## src/rtl/draw_pkg.sv

```systemverilog
// Shared drawing types.
//   rect_mode_t : rectangle style selector (RECT_FILL = solid, RECT_OUTLINE = border only)
package draw_pkg;

  typedef enum logic {
    RECT_FILL    = 1'b0,
    RECT_OUTLINE = 1'b1
  } rect_mode_t;

endpackage

```

## src/rtl/draw_rectangle_gen.sv

```systemverilog
// Rectangle pixel generator: emits the pixels of a filled or outlined
// axis-aligned rectangle in raster order, one per cycle while oe is high.
//
// Ports
//   clk, rst_n          : clock (rising edge), async active-low reset
//   start               : begin a rectangle (sampled only in IDLE)
//   oe                  : output enable; low stalls the scan
//   mode                : RECT_FILL / RECT_OUTLINE, sampled with start
//   x0, y0, x1, y1      : opposite corners in any order, sampled with start
//   x, y                : current pixel, valid while drawing is high
//   drawing             : (x, y) is a pixel this cycle
//   busy                : not idle
//   done                : one-cycle pulse after the last pixel
//
// state | meaning
// ------+-------------------------------------------------------------
// IDLE  | waiting for start; corners and mode are latched on start
// INIT  | load scan position with the top-left corner
// DRAW  | emit one pixel per cycle in which oe is high
module draw_rectangle_gen
  import draw_pkg::*;
#(
  parameter int CORDW = 10
) (
  input  logic             clk,
  input  logic             rst_n,
  input  logic             start,
  input  logic             oe,
  input  rect_mode_t       mode,
  input  logic [CORDW-1:0] x0,
  input  logic [CORDW-1:0] y0,
  input  logic [CORDW-1:0] x1,
  input  logic [CORDW-1:0] y1,
  output logic [CORDW-1:0] x,
  output logic [CORDW-1:0] y,
  output logic             drawing,
  output logic             busy,
  output logic             done
);

  typedef enum logic [1:0] {
    IDLE = 2'd0,
    INIT = 2'd1,
    DRAW = 2'd2
  } state_t;

  state_t           state;
  logic [CORDW-1:0] xl, xr, yt, yb;
  rect_mode_t       mode_r;
  logic             inner_row;

  assign drawing   = (state == DRAW) && oe;
  assign busy      = (state != IDLE);
  // Rows strictly between top and bottom only contribute their two edge pixels in outline mode.
  assign inner_row = (y != yt) && (y != yb);

  // Every step compares against the bounds before incrementing, so a
  // coordinate sitting at the maximum value is never incremented.
  always_ff @(posedge clk or negedge rst_n) begin
    if (!rst_n) begin
      state  <= IDLE;
      x      <= '0;
      y      <= '0;
      done   <= 1'b0;
      xl     <= '0;
      xr     <= '0;
      yt     <= '0;
      yb     <= '0;
      mode_r <= RECT_FILL;
    end else begin
      done <= 1'b0;
      unique case (state)
        IDLE: begin
          if (start) begin
            xl     <= (x0 < x1) ? x0 : x1;
            xr     <= (x0 < x1) ? x1 : x0;
            yt     <= (y0 < y1) ? y0 : y1;
            yb     <= (y0 < y1) ? y1 : y0;
            mode_r <= mode;
            state  <= INIT;
          end
        end
        INIT: begin
          x     <= xl;
          y     <= yt;
          state <= DRAW;
        end
        DRAW: begin
          if (oe) begin
            if (x == xr && y == yb) begin
              state <= IDLE;
              done  <= 1'b1;
            end else if (x == xr) begin
              x <= xl;
              y <= y + 1'b1;
            end else if (mode_r == RECT_OUTLINE && inner_row && x == xl) begin
              x <= xr;
            end else begin
              x <= x + 1'b1;
            end
          end
        end
        default: state <= IDLE;
      endcase
    end
  end

endmodule

```

## config.mk

```make
export PLATFORM = sky130hd
export DESIGN_NAME = draw_rectangle_gen
export DESIGN_NICKNAME = d
export VERILOG_FILES = /design/src/rtl/draw_pkg.sv /design/src/rtl/draw_rectangle_gen.sv
export SDC_FILE = /design/constraint.sdc
export NUM_CORES = 1
export LEC_CHECK = 0
export CAP_MARGIN = 20
export CORE_MARGIN = 5
export CORE_UTILIZATION = 51
export CTS_BUF_LIST = sky130_fd_sc_hd__clkbuf_8
export CTS_CLUSTER_SIZE = 16
export DETAILED_ROUTE_END_ITERATION = 8
export PLACE_DENSITY_LB_ADDON = 0.08
export SETUP_SLACK_MARGIN = 0.5
export SYNTH_ARGS = -nofsm -noshare
export SYNTH_HDL_FRONTEND = slang
export SYNTH_SLANG_ARGS = --single-unit
```

## constraint.sdc

```tcl
create_clock -name clk -period 1.9 [get_ports clk]
set_clock_uncertainty 0.15 [all_clocks]
set_input_delay 0.38 -clock clk [delete_from_list [all_inputs] [get_ports clk]]
set_output_delay 0.38 -clock clk [all_outputs]
set_load 0.03 [all_outputs]
```

==> flow_summary_export.csv <==
group,metric,value,unit
setup_path,regToRegSetupSlack,-0.33,ns
timing,unrepaired_setup_endpoints_after_global_routing,"true",
clocking,htreeDepth,3,
timing,finalCritPeriodShare,1.172,
grt,grt_first_pass_wirelength,27100,µm
synthesis,synth_largest_area_cell,"dfrtp_1",
setup_path,critical_path.max_fanout,10,
timing,final.min_clock_period,2.226,ns
synthesis,post_synth_main_area_contributors,"dfrtp_1 34%, nand2_1 8.4%, o2111ai_1 7.8%, o211ai_1 6.4%, xor2_1 6.0%",
setup_path,worst_path_dominant_cell_family,"simple AND/OR/NAND/NOR gates",
timing,final_hold_viol_count,0,
synthesis,ys_types,53,
grt,grt.total_usage,0.3031,
synthesis,synth_warn,0,
clocking,ctsLongestPathBuffers,2,
finish,syn2layout_area_growth,73.35,%
grt,initial_antenna_violation_count,0,
placed_design,buffer_ports.inserted,67,
floorplan,design.portCount,68,
placed_design,placement.setup.worst_slack,-0.7247,ns
detailed_routing,final_routed_drc_violation_total,0,
power,power.leakage,3.581,nW
power,power-per-cell-area,1396,nW/µm²
setup_path,worstRegToRegCells,7,
clocking,clk-insertion-delay-late,0.36,ns
synthesis,ys_ff_latch,64,
synthesis,avg_synthesized_cell_area,8.932,µm²
finish,num_antenna_cells,0,
floorplan,initial_core_util,0.5148,
power,ir_worst_vdd,651.1,µV
run_status,violated_checks,"negative setup slack",
detailed_routing,detail-route-antenna-nets,0,
worst_hold_path,hold_path.class,"primary input to flop",
timing,worst_slew_margin_rel,0.5800,
synthesis,synth-seq-area-share,0.3415,
setup_path,slowest_delay,0.42,ns
clocking,cts-buffers-inserted,9,
setup_path,cp.arrival,2.31,ns
setup_path,cp-end-kind,"flop",
setup_path,path_buf_inv,1,
timing,report.final.setup_viol,61,
detailed_routing,finalWirelength,19530,µm
finish,post_route_cells_drive_above_1_share,0.4690,
setup_path,crit-reg2reg-capture,"x[8]$_DFFE_PN0P_",
finish,final_core_util,0.8924,
grt,grt_max_degree,65,
timing,setup_slack,-0.3262,ns
setup_path,timing.critical_path.cells,"xnor2_1 > nand4_1 > nor3_1 > nand3_2 > buf_12 > mux2i_2 > o211ai_2",
synthesis,synth_async_sr_flop_share,1.000,
clocking,clock-sinks,64,
worst_hold_path,hold-path-cell-count,4,
setup_path,cp_data_required_time,1.98,ns
timing,worst-slew-pin-transition,0.6287,ns
detailed_routing,dr.pass1.iters,6,
detailed_routing,initial_drc_count,596,
synthesis,synth_largest_type_area_fraction,0.3415,
run_status,outcome,"complete, but fails checks",
timing,fmax,449.2,MHz
floorplan,design.die.area,11210,µm²
finish,fillCellCount,383,
placed_design,hpwl,10350,µm
clocking,clk_pin_slew_worst_paths,0.08,ns
setup_path,critical-path-slowest-cell,"dfrtp_1",
setup_path,worstSetupStartpointType,"flop",
worst_hold_path,worstHoldEndpoint,"yt[6]$_DFFE_PN0P_",
setup_path,regToRegStartpoint,"x[0]$_DFFE_PN0P_",
clocking,cts-root-buf,"clkbuf_8",
synthesis,dominantRegCellSynth,"dfrtp_1",
timing,report.final.slew_viol_count,0,
synthesis,synth.net_count,590,
synthesis,number_of_enable_flip_flop_cells_after_synthesis,0,
clocking,tritoncts,"built",
flow_run,timing.max_cap.violations,0,
setup_path,criticalPathCategory,"flop to flop",
placed_design,routability_congestion_estimate,0.8346,
finish,final-instance-count-excl-fill,868,
finish,nets,817,
grt,grt_remaining_overflow,0,
placed_design,place_inst,791,
floorplan,die_height,105.9,µm
detailed_routing,detail_route.vias_per_cell,6.349,
synthesis,syn_inst,525,
floorplan,num_rows,35,
detailed_routing,routed_wire_length_per_instance,22.49,µm
grt,grt_pass1_vias,5216,
worst_hold_path,hold_path_startpoint,"y1[6]",
synthesis,syn_std_cell_area,4689,µm²
floorplan,core_region_area,9109,µm²
detailed_routing,num_vias,5511,
floorplan,die_w,105.9,µm
## cell families after synthesis
family | after synthesis | synth area share
compound gates | 140 | 0.2385
xor+xnor | 48 | 0.08965
fa+ha+maj | 20 | 0.05336
buf+inv | 71 | 0.07711
flops | 64 | 0.3415
mux | 13 | 0.02802
simple gates | 169 | 0.1718
## worst reg2reg max path: cells and delay by family, from the launching register on
kind                   cells  cell delay [ns]
buffers and inverters      1             0.19
AO/OA/AOI/OAI              1             0.13
multiplexers               1             0.25
flip-flops                 1             0.42
AND/OR/NAND/NOR            3             0.67
XOR/XNOR                   1             0.29
## cells in the final DEF (no fill, tap or decap), types with 6 or more instances in the layout
master,synthesis,layout
buf_4,1,112
nand2_1,105,101
buf_6,6,72
dfrtp_1,64,50
o211ai_1,40,40
xor2_1,32,32
o2111ai_1,42,22
dlygate4sd2_1,0,22
inv_1,24,17
xnor2_1,16,16
o2111ai_2,0,14
buf_12,1,14
dfrtp_2,0,14
nor2_1,14,12
ha_4,0,12
clkbuf_8,0,11
buf_16,0,11
a21oi_1,12,8
buf_2,14,8
nand3_1,8,7
a21o_1,7,7
inv_2,1,6
nand4_1,6,6
nor3_1,6,6
mux2i_1,12,6
o2111ai_4,0,6
buf_8,1,6
## per-layer routing
metal / up-vias / part of all wire / GRT usage
li1: 2388 / - / -
met1: 2647 / 0.41 / 0.4333
met2: 386 / 0.46 / 0.4727
met3: 90 / 0.098 / 0.04979
met4: 0 / 0.039 / 0.09251
met5: - / 0 / 0
## cell usage after synthesis (12+ instances only)
| cell type | count |
|---|---|
| xor2_1 | 32 |
| clkbuf_1 | 21 |
| nand2_1 | 105 |
| dfrtp_1 | 64 |
| inv_1 | 24 |
| buf_2 | 14 |
| xnor2_1 | 16 |
| o2111ai_1 | 42 |
| a21oi_1 | 12 |
| o211ai_1 | 40 |
| nor2_1 | 14 |
| ha_1 | 20 |
| mux2i_1 | 12 |
## sequential cells by signal, indices dropped and copies added (netlist names), 2 cells and up
name and flops:
xr 10, yt 10, xl 10, yb 10
y 10, state 2, x 10
## final cells by class
type / count / area (µm²) / area share
repair buffers: 261 / 2759 / 0.3394
well taps: 111 / 138.9 / 0.01708
multi-input cells: 391 / 3281 / 0.4036
clock inverters: 5 / 56.30 / 0.006926
flip-flops and latches: 64 / 1619 / 0.1992
inverters: 25 / 123.9 / 0.01524
clock buffers: 11 / 151.4 / 0.01862
## worst max-delay path by stage
stage / end / start / cells after the start
floorplan: x[0]$_DFFE_PN0P_ / x[5]$_DFFE_PN0P_ / 7
global placement: xl[7]$_DFFE_PN0P_ / x1[1] / 10
global route: x[8]$_DFFE_PN0P_ / y[9]$_DFFE_PN0P_ / 7
CTS: x[0]$_DFFE_PN0P_ / x[4]$_DFFE_PN0P_ / 8
finish: x[8]$_DFFE_PN0P_ / x[0]$_DFFE_PN0P_ / 7
detailed placement: xl[8]$_DFFE_PN0P_ / x1[1] / 10
## through the flow
| stage | TNS [ns] | area, µm² | hold WS [ns] | power (W) |
|---|---|---|---|---|
| floorplan | -2.739 | 4856 | -0.06559 | 0.005917 |
| global placement | -30.47 | 6459 | 0.2682 | 0.008064 |
| detailed placement | -32.50 | 6459 | 0.2705 | 0.008247 |
| CTS | -6.108 | 7694 | 0.2806 | 0.01038 |
| global route | -15.40 | 8129 | 0.3187 | 0.01184 |
| finish | -9.604 | 8129 | 0.3103 | 0.01135 |
## power by group
part           internal [W]  total [W]  switching (W)
registers           0.00201    0.00269       0.000684
logic               0.00364    0.00738        0.00374
clock network      0.000676    0.00128       0.000604
total               0.00632     0.0113        0.00503
## timing repair
item / 4_1_cts / 5_1_grt
hold endpoints to repair: 64 / 0
pin swaps: 42 / 26
setup endpoints to repair: 85 / 87
cloned: 12 / 4
buffers inserted: 33 / 11
resized for setup: 338 / 49
hold buffers: 1 / 0
Power figures use the tool's default switching activity.
